**config.mk**
```make
export PLATFORM = sky130hd
export DESIGN_NAME = instr_fetch_unit
export DESIGN_NICKNAME = d
export VERILOG_FILES = /design/src/rtl/instr_fetch_unit.sv
export SDC_FILE = /design/constraint.sdc
export NUM_CORES = 1
export LEC_CHECK = 0
export BUFFER_PORTS_ARGS = -buffer_cell sky130_fd_sc_hd__buf_2
export CORE_MARGIN = 2
export CORE_UTILIZATION = 35
export CTS_CLUSTER_DIAMETER = 200
export CTS_CLUSTER_SIZE = 30
export DETAILED_ROUTE_END_ITERATION = 8
export PLACE_DENSITY = 0.63
export SLEW_MARGIN = 10
export SYNTH_ARGS = -nofsm -noshare
export SYNTH_HDL_FRONTEND = slang
export SYNTH_SLANG_ARGS = --single-unit
```
**constraint.sdc**
```tcl
create_clock -name clk -period 1.7 [get_ports clk]
set_input_delay 0.34 -clock clk [delete_from_list [all_inputs] [get_ports clk]]
set_output_delay 0.34 -clock clk [all_outputs]
set_load 0.1 [all_outputs]
```
**src/rtl/instr_fetch_unit.sv**
```systemverilog
// rtl/instr_fetch_unit.sv - PC and fetch stage driving a word-indexed instruction memory
// Registers {instr, pc, pc+4} into a valid/ready fetch-to-decode output; handles redirect, halt and faults.
module instr_fetch_unit #(
    parameter int                 BITSIZE    = 32,
    parameter int                 REGSIZE    = 32,
    parameter int                 IMEM_DEPTH = 32,
    parameter logic [REGSIZE-1:0] RESET_PC   = 32'h0000_0004,
    parameter logic [BITSIZE-1:0] NOP_INSTR  = 32'h0000_0013
) (
    input  logic               clk,
    input  logic               rst_n,
    output logic [REGSIZE-1:0] imem_addr,
    input  logic [BITSIZE-1:0] imem_rdata,
    input  logic               redirect_valid,
    input  logic [REGSIZE-1:0] redirect_pc,
    input  logic               halt_req,
    output logic               if_valid,
    input  logic               if_ready,
    output logic [BITSIZE-1:0] if_instr,
    output logic [REGSIZE-1:0] if_pc,
    output logic [REGSIZE-1:0] if_pc_plus4,
    output logic               fetch_fault,
    output logic               misalign_err,
    output logic [31:0]        fetch_count
);

    typedef enum logic [1:0] {S_BOOT, S_RUN, S_HALT} state_t;

    localparam logic [REGSIZE-1:0] DEPTH_W = REGSIZE'(IMEM_DEPTH);
    localparam logic [REGSIZE-1:0] PC_STEP = REGSIZE'(4);

    state_t             state_q, state_d;
    logic [REGSIZE-1:0] pc_q, pc_d;
    logic               valid_q, valid_d;
    logic [BITSIZE-1:0] instr_q, instr_d;
    logic [REGSIZE-1:0] ipc_q, ipc_d;
    logic [REGSIZE-1:0] ipc4_q, ipc4_d;
    logic               fault_q, fault_d;
    logic               misalign_q, misalign_d;
    logic [31:0]        count_q, count_d;
    logic               in_range;
    logic               transfer;

    assign imem_addr = {2'b00, pc_q[REGSIZE-1:2]};
    assign in_range  = imem_addr < DEPTH_W;
    assign transfer  = valid_q && if_ready;

    always_comb begin
        state_d    = state_q;
        pc_d       = pc_q;
        valid_d    = valid_q;
        instr_d    = instr_q;
        ipc_d      = ipc_q;
        ipc4_d     = ipc4_q;
        fault_d    = fault_q;
        misalign_d = misalign_q;
        count_d    = transfer ? count_q + 32'd1 : count_q;

        if (state_q == S_BOOT) begin
            state_d = S_RUN;
        end else if (redirect_valid) begin
            // A handshake completing alongside the redirect is still counted above.
            pc_d    = {redirect_pc[REGSIZE-1:2], 2'b00};
            valid_d = 1'b0;
            instr_d = NOP_INSTR;
            state_d = S_RUN;
            if (redirect_pc[1:0] != 2'b00) misalign_d = 1'b1;
        end else begin
            if (transfer) begin
                valid_d = 1'b0;
                instr_d = NOP_INSTR;
            end
            if (state_q == S_RUN) begin
                if (halt_req) begin
                    state_d = S_HALT;
                end else if (!in_range) begin
                    fault_d = 1'b1;
                    state_d = S_HALT;
                end else if (!valid_q || if_ready) begin
                    valid_d = 1'b1;
                    instr_d = imem_rdata;
                    ipc_d   = pc_q;
                    ipc4_d  = pc_q + PC_STEP;
                    pc_d    = pc_q + PC_STEP;
                end
            end
        end
    end

    always_ff @(posedge clk or negedge rst_n) begin
        if (!rst_n) begin
            state_q    <= S_BOOT;
            pc_q       <= RESET_PC;
            valid_q    <= 1'b0;
            instr_q    <= NOP_INSTR;
            ipc_q      <= '0;
            ipc4_q     <= '0;
            fault_q    <= 1'b0;
            misalign_q <= 1'b0;
            count_q    <= '0;
        end else begin
            state_q    <= state_d;
            pc_q       <= pc_d;
            valid_q    <= valid_d;
            instr_q    <= instr_d;
            ipc_q      <= ipc_d;
            ipc4_q     <= ipc4_d;
            fault_q    <= fault_d;
            misalign_q <= misalign_d;
            count_q    <= count_d;
        end
    end

    assign if_valid     = valid_q;
    assign if_instr     = instr_q;
    assign if_pc        = ipc_q;
    assign if_pc_plus4  = ipc4_q;
    assign fetch_fault  = fault_q;
    assign misalign_err = misalign_q;
    assign fetch_count  = count_q;

endmodule
```
==> flow_results.xml <==
<?xml version="1.0" encoding="UTF-8"?>
<metrics>
  <group name="worst_hold_path">
    <metric name="worstHoldPathType" unit="">in -&gt; reg</metric>
  </group>
  <group name="synth">
    <metric name="synthesis.area" unit="sq um">7320</metric>
    <metric name="synth_area_leaders" unit="">dfrtp_1 53%, nand4_1 4.7%, and2_1 4.6%, nand2_1 3.6%, nand3_1 3.4%</metric>
    <metric name="postSynthAreaPerCell" unit="sq um">10.2</metric>
    <metric name="synth_enable_flop_cells" unit="">0</metric>
    <metric name="async_flop_share" unit="%">100</metric>
    <metric name="postSynth.topFlopCell" unit="">dfrtp_1</metric>
    <metric name="ys_seq_area_share" unit="%">54.4</metric>
    <metric name="post-synth-top-area-cell" unit="">dfrtp_1</metric>
    <metric name="post_synth_inst_count" unit="">714</metric>
    <metric name="yosysWarnings" unit="">0</metric>
    <metric name="netlist.area_leader.share" unit="%">53.0</metric>
    <metric name="synth-seq-cells" unit="">159</metric>
    <metric name="yosysUniqueCellTypes" unit="">48</metric>
  </group>
  <group name="setup_path">
    <metric name="critical_path_arrival" unit="ns">2.18</metric>
    <metric name="startpoint_type" unit="">register</metric>
    <metric name="timing.critical_path.fanout_max" unit="">7</metric>
    <metric name="worstSetupPathType" unit="">reg -&gt; reg</metric>
    <metric name="worst_setup_path_end_kind" unit="">register</metric>
    <metric name="worst_path_required" unit="ns">2.00</metric>
  </group>
  <group name="finish">
    <metric name="area_taken_by_multi_input_logic_gates" unit="sq um">3420</metric>
    <metric name="area_of_all_sequential_standard_cells" unit="sq um">4150</metric>
    <metric name="nFillCells" unit="">1839</metric>
    <metric name="fin_nets" unit="">1069</metric>
    <metric name="syn2layout_area_growth" unit="%">46.0</metric>
    <metric name="drive_above_1_share" unit="%">47.6</metric>
    <metric name="stdcell_area" unit="sq um">10700</metric>
  </group>
  <group name="grt">
    <metric name="grt_pass1_vias" unit="">6463</metric>
    <metric name="grt_antenna_before_repair" unit="">1</metric>
    <metric name="grt_start_max_net_pins" unit="">50</metric>
    <metric name="grt_usage" unit="%">20.2</metric>
    <metric name="global_route_wire_length_before_repair" unit="um">35200</metric>
    <metric name="globalRouteOverflowTotal" unit="">0</metric>
  </group>
  <group name="clocking">
    <metric name="clk_transition_reported_paths" unit="ns">0.07</metric>
    <metric name="htree_levels" unit="">4</metric>
    <metric name="ctsLongestPathBuffers" unit="">2</metric>
    <metric name="root_buffer" unit="">clkbuf_16</metric>
    <metric name="clk-insertion-delay-late" unit="ns">0.43</metric>
    <metric name="total_clock_buffers_created_by_cts" unit="">17</metric>
    <metric name="numClockSinks" unit="">159</metric>
    <metric name="cts_tree" unit="">done</metric>
  </group>
  <group name="floorplan">
    <metric name="design.die.area" unit="sq um">22100</metric>
    <metric name="site_rows" unit="">52</metric>
    <metric name="die_w" unit="um">149</metric>
    <metric name="coreArea" unit="sq um">20400</metric>
    <metric name="boundaryPins" unit="">232</metric>
    <metric name="chipHeight" unit="um">149</metric>
    <metric name="initial_core_utilization" unit="%">35.9</metric>
  </group>
  <group name="sta">
    <metric name="period_minus_slack" unit="ns">1.88</metric>
    <metric name="finalWorstSetupSlack" unit="ns">-0.179</metric>
    <metric name="clock_skew" unit="ns">0.0160</metric>
    <metric name="final-setup-viol-count" unit="">101</metric>
    <metric name="slew_headroom" unit="%">64.5</metric>
    <metric name="rsz0062_at_grt" unit="">yes</metric>
    <metric name="fmax" unit="GHz">0.532</metric>
    <metric name="finalHoldViolCount" unit="">0</metric>
    <metric name="report.final.slew_viol_count" unit="">0</metric>
    <metric name="worst_slew_pin_slew" unit="ns">0.537</metric>
    <metric name="period_share" unit="%">111</metric>
  </group>
  <group name="placement">
    <metric name="hpwlAfterDp" unit="um">15600</metric>
    <metric name="dp_slack" unit="ns">-0.228</metric>
    <metric name="placed_cell_area" unit="sq um">9690</metric>
    <metric name="count_of_input_and_output_buffers" unit="">225</metric>
    <metric name="gpl.final_weighted_congestion" unit="">0.861</metric>
  </group>
  <group name="drt">
    <metric name="drt_iter0_markers" unit="">389</metric>
    <metric name="detail_route.wl_per_cell" unit="um">17.3</metric>
    <metric name="antenna_violating_nets_post_route" unit="">0</metric>
    <metric name="drt_pass1_iterations" unit="">7</metric>
    <metric name="drt-total-wl" unit="um">22100</metric>
    <metric name="drc_errors" unit="">0</metric>
    <metric name="dr_vias_cell" unit="">5.11</metric>
    <metric name="dr_total_vias" unit="">6556</metric>
  </group>
  <group name="status">
    <metric name="status" unit="">finished, violations left</metric>
    <metric name="violated_checks" unit="">negative setup slack</metric>
  </group>
  <group name="job">
    <metric name="max_cap_check_violation_count" unit="">0</metric>
  </group>
  <group name="power">
    <metric name="cellLeakagePower" unit="nW">5.18</metric>
    <metric name="vdd_ir_drop_max" unit="mV">0.664</metric>
    <metric name="pwr_density_cell" unit="nW/um^2">954</metric>
  </group>
</metrics>
-- sequential cells by signal (all words and copies together) (netlist names) --
| signal | flops |
|---|---|
| fetch_count | 32 |
| if_instr | 32 |
| if_pc | 30 |
| if_pc_plus4 | 30 |
| pc_q | 30 |
| state_q | 2 |
| fetch_fault | 1 |
| if_valid | 1 |
| misalign_err | 1 |
-- layout make-up --
class                   count  area share, %
clock buffers              17           3.98
well taps                 270           3.16
clock inverters            15           1.70
multi-input cells         498           32.0
repair buffers            317           20.0
inverters                   5          0.176
flip-flops and latches    159           38.9
diodes                      1         0.0234
-- cells by family (layout without fill, tap and decap cells) --
family	count (synthesis)	in the layout	share of synthesized area, %
buffers and inverters	62	354	3.86
adder cells (fa/ha/maj)	2	2	0.342
XOR/XNOR	35	35	4.19
other	1	7	0.0512
AO/OA/AOI/OAI	83	83	6.82
flip-flops	159	159	54.4
AND/OR/NAND/NOR	357	357	27.4
multiplexers	15	15	2.87
-- per-stage QoR --
stage / hold WS, ns / total power, mW / std cells / utilization (%) / setup TNS (ns)
after global routing: 0.103 / 10.6 / 1282 / 52.5 / -12.98
after detailed placement: 0.316 / 6.19 / 1242 / 47.6 / -13.73
after CTS: 0.0903 / 10.2 / 1275 / 51.2 / -3.76
after floorplan: 0.0444 / 5.51 / 719 / - / -11.86
after global placement: 0.322 / 6.18 / 1242 / 47.6 / -9.61
final: 0.109 / 10.2 / 1282 / 52.5 / -5.76
-- worst max-delay path, cell delays in order, from the launching register on --
cell and delay, ns:
dfrtp_4 0.49, nor4_4 0.33, buf_4 0.18, nand4_1 0.17, buf_6 0.20, clkbuf_16 0.16, o21ai_1 0.14, nand3_1 0.09
-- what timing repair did --
action | CTS | global route
gates resized for setup | 38 | 41
setup endpoints to repair | 125 | 121
endpoints found under the hold margin | 35 | 0
hold buffers | 1 | 0
pin swaps | 10 | 30
setup buffers | 1 | 5
cloned | 0 | 1
-- per-layer routing --
metal | share of wire, % | GRT usage (%) | vias to the layer above
met3 | 7.3 | 6.44 | 46
met1 | 44 | 27.4 | 3194
met2 | 46 | 30.8 | 212
met5 | 0 | 0 | -
met4 | 2.4 | 6.57 | 0
li1 | - | - | 3104
-- power breakdown --
part / switching, mW / leakage [nW] / internal (mW)
clock: 1.81 / 0.297 / 2.13
combinational: 1.53 / 2.86 / 0.625
sequential: 0.160 / 2.02 / 3.94
-- synth_stat cells, types with 3 or more instances --
library cell and number:
mux2_2 4, a21oi_1 12, and3_1 9, nor4_1 11
nor2_1 32, nor4_2 4, and2_1 54, nand2b_1 5
o21ai_0 40, buf_4 7, nand3_1 49, xnor2_1 28
and4_1 10, mux2_4 11, clkbuf_1 33, dfrtp_1 155
o21a_1 4, o311ai_0 3, dfstp_2 4, nor3b_1 31
nand4_1 55, o211ai_1 3, nand2_1 71, o22ai_1 9
buf_1 3, xor2_1 7, inv_1 5, o31ai_1 3
buf_2 13, nor3_1 18
-- cell usage in the layout, fill, tap and decap left out, drive strengths merged, types with 3 or more instances in the layout --
cell	count
nor3b	31
clkbuf	27
dfstp	4
nand3	50
dfrtp	155
o22ai	9
a21oi	12
and3	9
conb	6
inv	16
and2	54
nor2	32
o21ai	40
mux2	15
xnor2	28
nand2	71
xor2	7
nand4	55
nor3	19
o211ai	3
o31ai	3
and4	10
buf	306
o311ai	3
nand2b	5
o21a	4
nor4	15
-- path summary, 6_finish.rpt --
path                                 start      endpoint  slack [ns]  depth (start not counted)
max                               pc_q[29]  if_instr[11]       -0.18                          7
min                        redirect_pc[15]      pc_q[15]        0.11                          3
min reg2reg                    fetch_fault   fetch_fault        0.47                          1
max in group asynchronous            rst_n       pc_q[2]        0.65                          3
max reg2reg                       pc_q[29]  if_instr[11]       -0.18                          7
min in group asynchronous            rst_n      if_pc[4]        0.42                          2
(Power assumes the default switching activity.)
